## config.mk

```make
export PLATFORM = sky130hd
export DESIGN_NAME = seq_next_lut
export DESIGN_NICKNAME = d
export VERILOG_FILES = /design/src/rtl/seq_pkg.sv /design/src/rtl/seq_next_lut.sv
export SDC_FILE = /design/constraint.sdc
export NUM_CORES = 1
export LEC_CHECK = 0
export ABC_AREA = 1
export CORE_AREA = 2 2 39 41
export DETAILED_ROUTE_END_ITERATION = 16
export DIE_AREA = 0 0 41 43
export DONT_BUFFER_PORTS = 1
export PLACE_DENSITY = 0.3
export SLEW_MARGIN = 40
export SYNTH_ARGS = -nofsm -noshare
export SYNTH_HDL_FRONTEND = slang
export SYNTH_SLANG_ARGS = --single-unit
```

## constraint.sdc

```tcl
create_clock -name vclk -period 0.8
set_input_delay 0.16 -clock vclk [all_inputs]
set_output_delay 0.16 -clock vclk [all_outputs]
set_load 0.03 [all_outputs]
```

## src/rtl/seq_pkg.sv

```systemverilog
// Shared definitions for the 0,2,5,8,11,14 sequence checker: legal values,
// FSM state encoding and the successor function.
package seq_pkg;

    localparam logic [3:0] SEQ_S0 = 4'd0;
    localparam logic [3:0] SEQ_S1 = 4'd2;
    localparam logic [3:0] SEQ_S2 = 4'd5;
    localparam logic [3:0] SEQ_S3 = 4'd8;
    localparam logic [3:0] SEQ_S4 = 4'd11;
    localparam logic [3:0] SEQ_S5 = 4'd14;

    typedef enum logic [1:0] {
        HUNT   = 2'd0,
        ARMED  = 2'd1,
        LOCKED = 2'd2
    } state_t;

    typedef struct packed {
        logic       legal;
        logic [3:0] next;
    } seq_step_t;

    // Successor of v in the sequence; legal=0 (next=0) for off-sequence values.
    function automatic seq_step_t seq_next(input logic [3:0] v);
        seq_step_t r;
        r.legal = 1'b1;
        r.next  = SEQ_S0;
        case (v)
            SEQ_S0:  r.next = SEQ_S1;
            SEQ_S1:  r.next = SEQ_S2;
            SEQ_S2:  r.next = SEQ_S3;
            SEQ_S3:  r.next = SEQ_S4;
            SEQ_S4:  r.next = SEQ_S5;
            SEQ_S5:  r.next = SEQ_S0;
            default: r.legal = 1'b0;
        endcase
        return r;
    endfunction

endpackage

```

## src/rtl/seq_next_lut.sv

```systemverilog
// Combinational successor lookup used on the LOCKED compare path.
module seq_next_lut
    import seq_pkg::*;
(
    input  logic [3:0] value,
    output logic       legal,
    output logic [3:0] next_value
);

    seq_step_t step;

    assign step       = seq_next(value);
    assign legal      = step.legal;
    assign next_value = step.next;

endmodule

```

==> results.json, run 1 <==
{
  "clock.fmax_mhz": 1300,
  "row_count": 14,
  "seq_cell_count": 0,
  "num_vias": 146,
  "period_needed_ns": 0.767,
  "register_area_um2": 0,
  "ys_warn_count": 0,
  "p_int_w": 0.0000423,
  "hpwl_um": 285,
  "post_cts_buffers": 0,
  "cp_slowest_cell": "o21ai_2",
  "synth.net_count": 28,
  "critPathArrivalTime_ns": 0.61,
  "critPathMaxFanout": 5,
  "p_per_area_mw_per_mm2": 555,
  "grt_usage": 0.0360,
  "drtAntennaViolNets": 0,
  "grt_overflow": 0,
  "finalSetupViolCount": 0,
  "startpoint_type": "input pin",
  "yosysSeqAreaShare": 0,
  "drt_iter0_markers": 0,
  "routed_wirelength_um": 335,
  "place_area_um2": 179,
  "yosys.area.top_type": "nand2_1",
  "setup_tns_ns": 0,
  "synthTopCellsByArea": "nand2_1 (30%), nor2_1 (13%), inv_1 (10%)",
  "drv_cap": 0,
  "port_buffers": 0,
  "worst-setup-path-type": "in2out",
  "final_layout_size_suffix_gt1_frac": 0.500,
  "fin_ws_ns": 0.0327,
  "crit_buf_inv": 1,
  "drc": 0,
  "cp-startpoint": "value[1]",
  "worstMarginPinSlew_ns": 0.204,
  "clockPowerShare": 0,
  "pwr-share-seq": 0,
  "syn_area_um2": 111,
  "fp.dieW_um": 41,
  "worstPathRequired_ns": 0.64,
  "final_area_um2": 199,
  "first_pass_iters": 1,
  "ios": 9,
  "place_worst_setup_slack_ns": -0.0364,
  "hold_path_class": "in2out",
  "initial_utilization": 0.0805,
  "ctsResizeCount": 1,
  "cts-hold-fix-buffers": 0,
  "p_comb_frac": 1.000,
  "status": "finished clean",
  "grt_pass1_vias": 111,
  "antenna_found_initial": 0,
  "fin_nets": 32,
  "hold_viol": 0,
  "die_h_um": 43,
  "critical_path.top_delay_family": "simple AND/OR/NAND/NOR gates",
  "syn_avg_cell_area_um2": 4.64,
  "path_cells": "nand2_1 > inv_1 > o21ai_2 > nand2_2",
  "p_leak_nw": 0.0986,
  "sw_frac_of_total": 0.617,
  "gp_congestion": 0.596,
  "postSynthCellCount": 24,
  "core_mm2": 0.00138,
  "cp-end-kind": "output port",
  "clkbuf_count": 0,
  "rsz0062_at_grt": "yes",
  "synth_cell_type_count": 10,
  "netlist.area_leader.share": 0.303,
  "critical-path-max-stage-delay_ns": 0.19,
  "timing.hold.ws_ns": 0.561,
  "routedWlPerCell_um": 7.98,
  "min-delay-start": "value[2]",
  "p_switching_w": 0.0000682,
  "slew_viol_final": 0,
  "period_share": 0.959,
  "vias_per_cell": 3.48,
  "antenna_cells": 0,
  "die_area_mm2": 0.00176,
  "grt_first_pass_wirelength_um": 476,
  "nFillCells": 159,
  "slew_headroom": 0.863,
  "ir_drop_mv": 0.154,
  "grt_max_degree": 6,
  "synthToLayoutAreaGrowth_pct": 78.7,
  "total_power_w": 0.000110
}
## final cells by class
| class | count | area (um^2) | share of cell area |
|---|---|---|---|
| Timing Repair Buffer | 2 | 40.0 | 0.201 |
| Tap cell | 16 | 20.0 | 0.101 |
| Inverter | 4 | 15.0 | 0.0755 |
| Multi-Input combinational cell | 20 | 124 | 0.623 |
## cells in the final DEF (no fill, tap or decap)
cell type	count
inv_2	1
buf_12	2
nand3_4	1
nor2_2	2
nor2_4	1
nor3_1	1
inv_1	3
nand4_1	1
o21ai_2	1
nand2_1	5
nand3_1	1
nor2_1	2
nand2_2	5
## cells by family after synthesis
| family | count (synthesis) | share of synthesized area |
|---|---|---|
| AND/OR/NAND/NOR | 19 | 0.786 |
| AO/OA/AOI/OAI | 1 | 0.0787 |
| buffers and inverters | 4 | 0.135 |
## final timing paths
path                             to  slack (ns)  cells after the start
worst max-delay path  next_value[3]        0.03                      4
worst min-delay path          legal        0.56                      3
## power by group through the flow
stage	clock network, W	registers (W)	logic [W]
detailed placement	0	0	0.000102
floorplan	0	0	0.0000724
finish	0	0	0.000110
CTS	0	0	0.000103
global placement	0	0	0.000102
global route	0	0	0.000119
## cells in the mapped netlist, drive strengths merged
cell,instances
inv,4
nor3,1
nand2,10
nand4,1
nand3,2
nor2,5
o21ai,1
## worst min-delay path: cells and delay by family
kind            cells  cell delay [ns]
simple gates        2             0.15
compound gates      1             0.08
## per-layer routing
layer  global-route usage  part of all wire  wire [um]
met1               0.0665              0.49        163
met2               0.0438              0.39        132
met3              0.00524              0.12         39
met4                    0                 0          0
met5                    0                 0          0
## stage by stage
step / std cells / util
2_1_floorplan: 24 / -
3_3_place_gp: 42 / 0.129
3_5_place_dp: 42 / 0.129
4_1_cts: 42 / 0.131
5_1_grt: 42 / 0.144
6_report: 42 / 0.144
No activity file was read; power rests on OpenSTA's default activity.
==> run 2: changes to the inputs <==
Settings changed: MAX_ROUTING_LAYER set to met4, SETUP_SLACK_MARGIN set to 0.02.
==> results.json, run 2 (synthesis gave the netlist of run 1 again) <==
{
  "row_count": 14,
  "core_mm2": 0.00138,
  "critPathMaxFanout": 4,
  "finalSetupViolCount": 0,
  "slew_viol_final": 0,
  "die_area_mm2": 0.00176,
  "total_power_w": 0.000116,
  "antenna_cells": 0,
  "layout_common_cells": "nand2_2 (5), inv_4 (3), nand2_1 (3)",
  "grt_pass1_vias": 124,
  "post_cts_buffers": 0,
  "setup_tns_ns": 0,
  "gp_congestion": 0.627,
  "worst-setup-path-type": "in2out",
  "status": "finished clean",
  "rsz0062_at_grt": "yes",
  "fin_nets": 31,
  "cp-end-kind": "output port",
  "p_leak_nw": 0.0945,
  "timing.hold.ws_ns": 0.517,
  "period_share": 0.945,
  "first_pass_iters": 1,
  "port_buffers": 0,
  "hold_viol": 0,
  "endpoint": "next_value[2]",
  "grt_max_degree": 6,
  "drtAntennaViolNets": 0,
  "slew_headroom": 0.860,
  "clock.fmax_mhz": 1320,
  "final_common_cell": "nand2_2",
  "grt_overflow": 0,
  "period_needed_ns": 0.756,
  "ios": 9,
  "clkbuf_count": 0,
  "routed_wirelength_um": 332,
  "antenna_found_initial": 0,
  "routedWlPerCell_um": 8.10,
  "initial_utilization": 0.0805,
  "num_vias": 146,
  "grt_first_pass_wirelength_um": 483,
  "drc": 0,
  "final_layout_size_suffix_gt1_frac": 0.720,
  "fp.dieW_um": 41,
  "seq_cell_count": 0,
  "ir_drop_mv": 0.190,
  "nFillCells": 158,
  "grt_usage": 0.0368,
  "die_h_um": 43,
  "cp-startpoint": "value[3]",
  "startpoint_type": "input pin",
  "drt_iter0_markers": 0,
  "drv_cap": 0,
  "vias_per_cell": 3.56,
  "hold_path_class": "in2out",
  "worstPathRequired_ns": 0.64,
  "synthToLayoutAreaGrowth_pct": 111,
  "fin_util": 0.170,
  "p_per_area_mw_per_mm2": 494,
  "hpwl_um": 264,
  "critPathArrivalTime_ns": 0.60,
  "register_area_um2": 0,
  "instances_no_fill": 41,
  "worstMarginPinSlew_ns": 0.208,
  "place_inst": 41
}
## run 2: cell count changes in the layout (fill, tap and decap cells not counted), sizes merged
cell,change
buf,-1
clkinv,+1
inv,-1
## run 2: critical path, cell delays in order
cell and delay, ns:
clkinv_8 0.03, nor2_4 0.12, nand2_2 0.08, nand2_2 0.08
buf_12 0.12
## run 2: layout make-up
type | instances | area (um^2) | share of cell area
Inverter | 4 | 35.0 | 0.149
Multi-Input combinational cell | 20 | 160 | 0.681
Tap cell | 16 | 20.0 | 0.0851
Timing Repair Buffer | 1 | 20.0 | 0.0851
## run 2: worst min-delay path by stage
stage	start	endpoint	slack, ns	cells past startpoint
3_3_place_gp	value[2]	next_value[0]	0.54	3
5_1_grt	value[2]	next_value[3]	0.53	2
6_report	value[2]	next_value[3]	0.52	2
3_5_place_dp	value[2]	next_value[0]	0.54	3
2_1_floorplan	value[2]	next_value[0]	0.52	3
4_1_cts	value[2]	next_value[0]	0.54	3
## run 2: timing repair
item                                    4_1_cts  5_1_grt
resized for setup                             3       18
hold buffers                                  0        0
hold endpoints to repair                      0        0
endpoints found under the setup margin        3        3
cloned                                        0        0
pin swaps                                     0        5
## run 2: through the flow
step | worst slack (ns) | cell area, um^2
6_report | 0.0439 | 235
3_5_place_dp | -0.00550 | 164
4_1_cts | 0.0158 | 176
2_1_floorplan | 0.0410 | 124
5_1_grt | 0.00749 | 235
3_3_place_gp | -0.00454 | 164
## run 2: per-layer routing
layer  wire length [um]  share of wire  GRT usage  up-vias
li1                   -              -          -       78
met1                139           0.42     0.0570       59
met2                130           0.39     0.0469        9
met3                 62           0.19     0.0157        0
met4                  0              0          0        0
met5                  0              0          -        -
## run 2: where the power goes
group          switching (W)  total (W)  leakage (nW)  internal (W)
sequential                 0          0             0             0
combinational      0.0000725   0.000116        0.0945     0.0000438
clock                      0          0             0             0
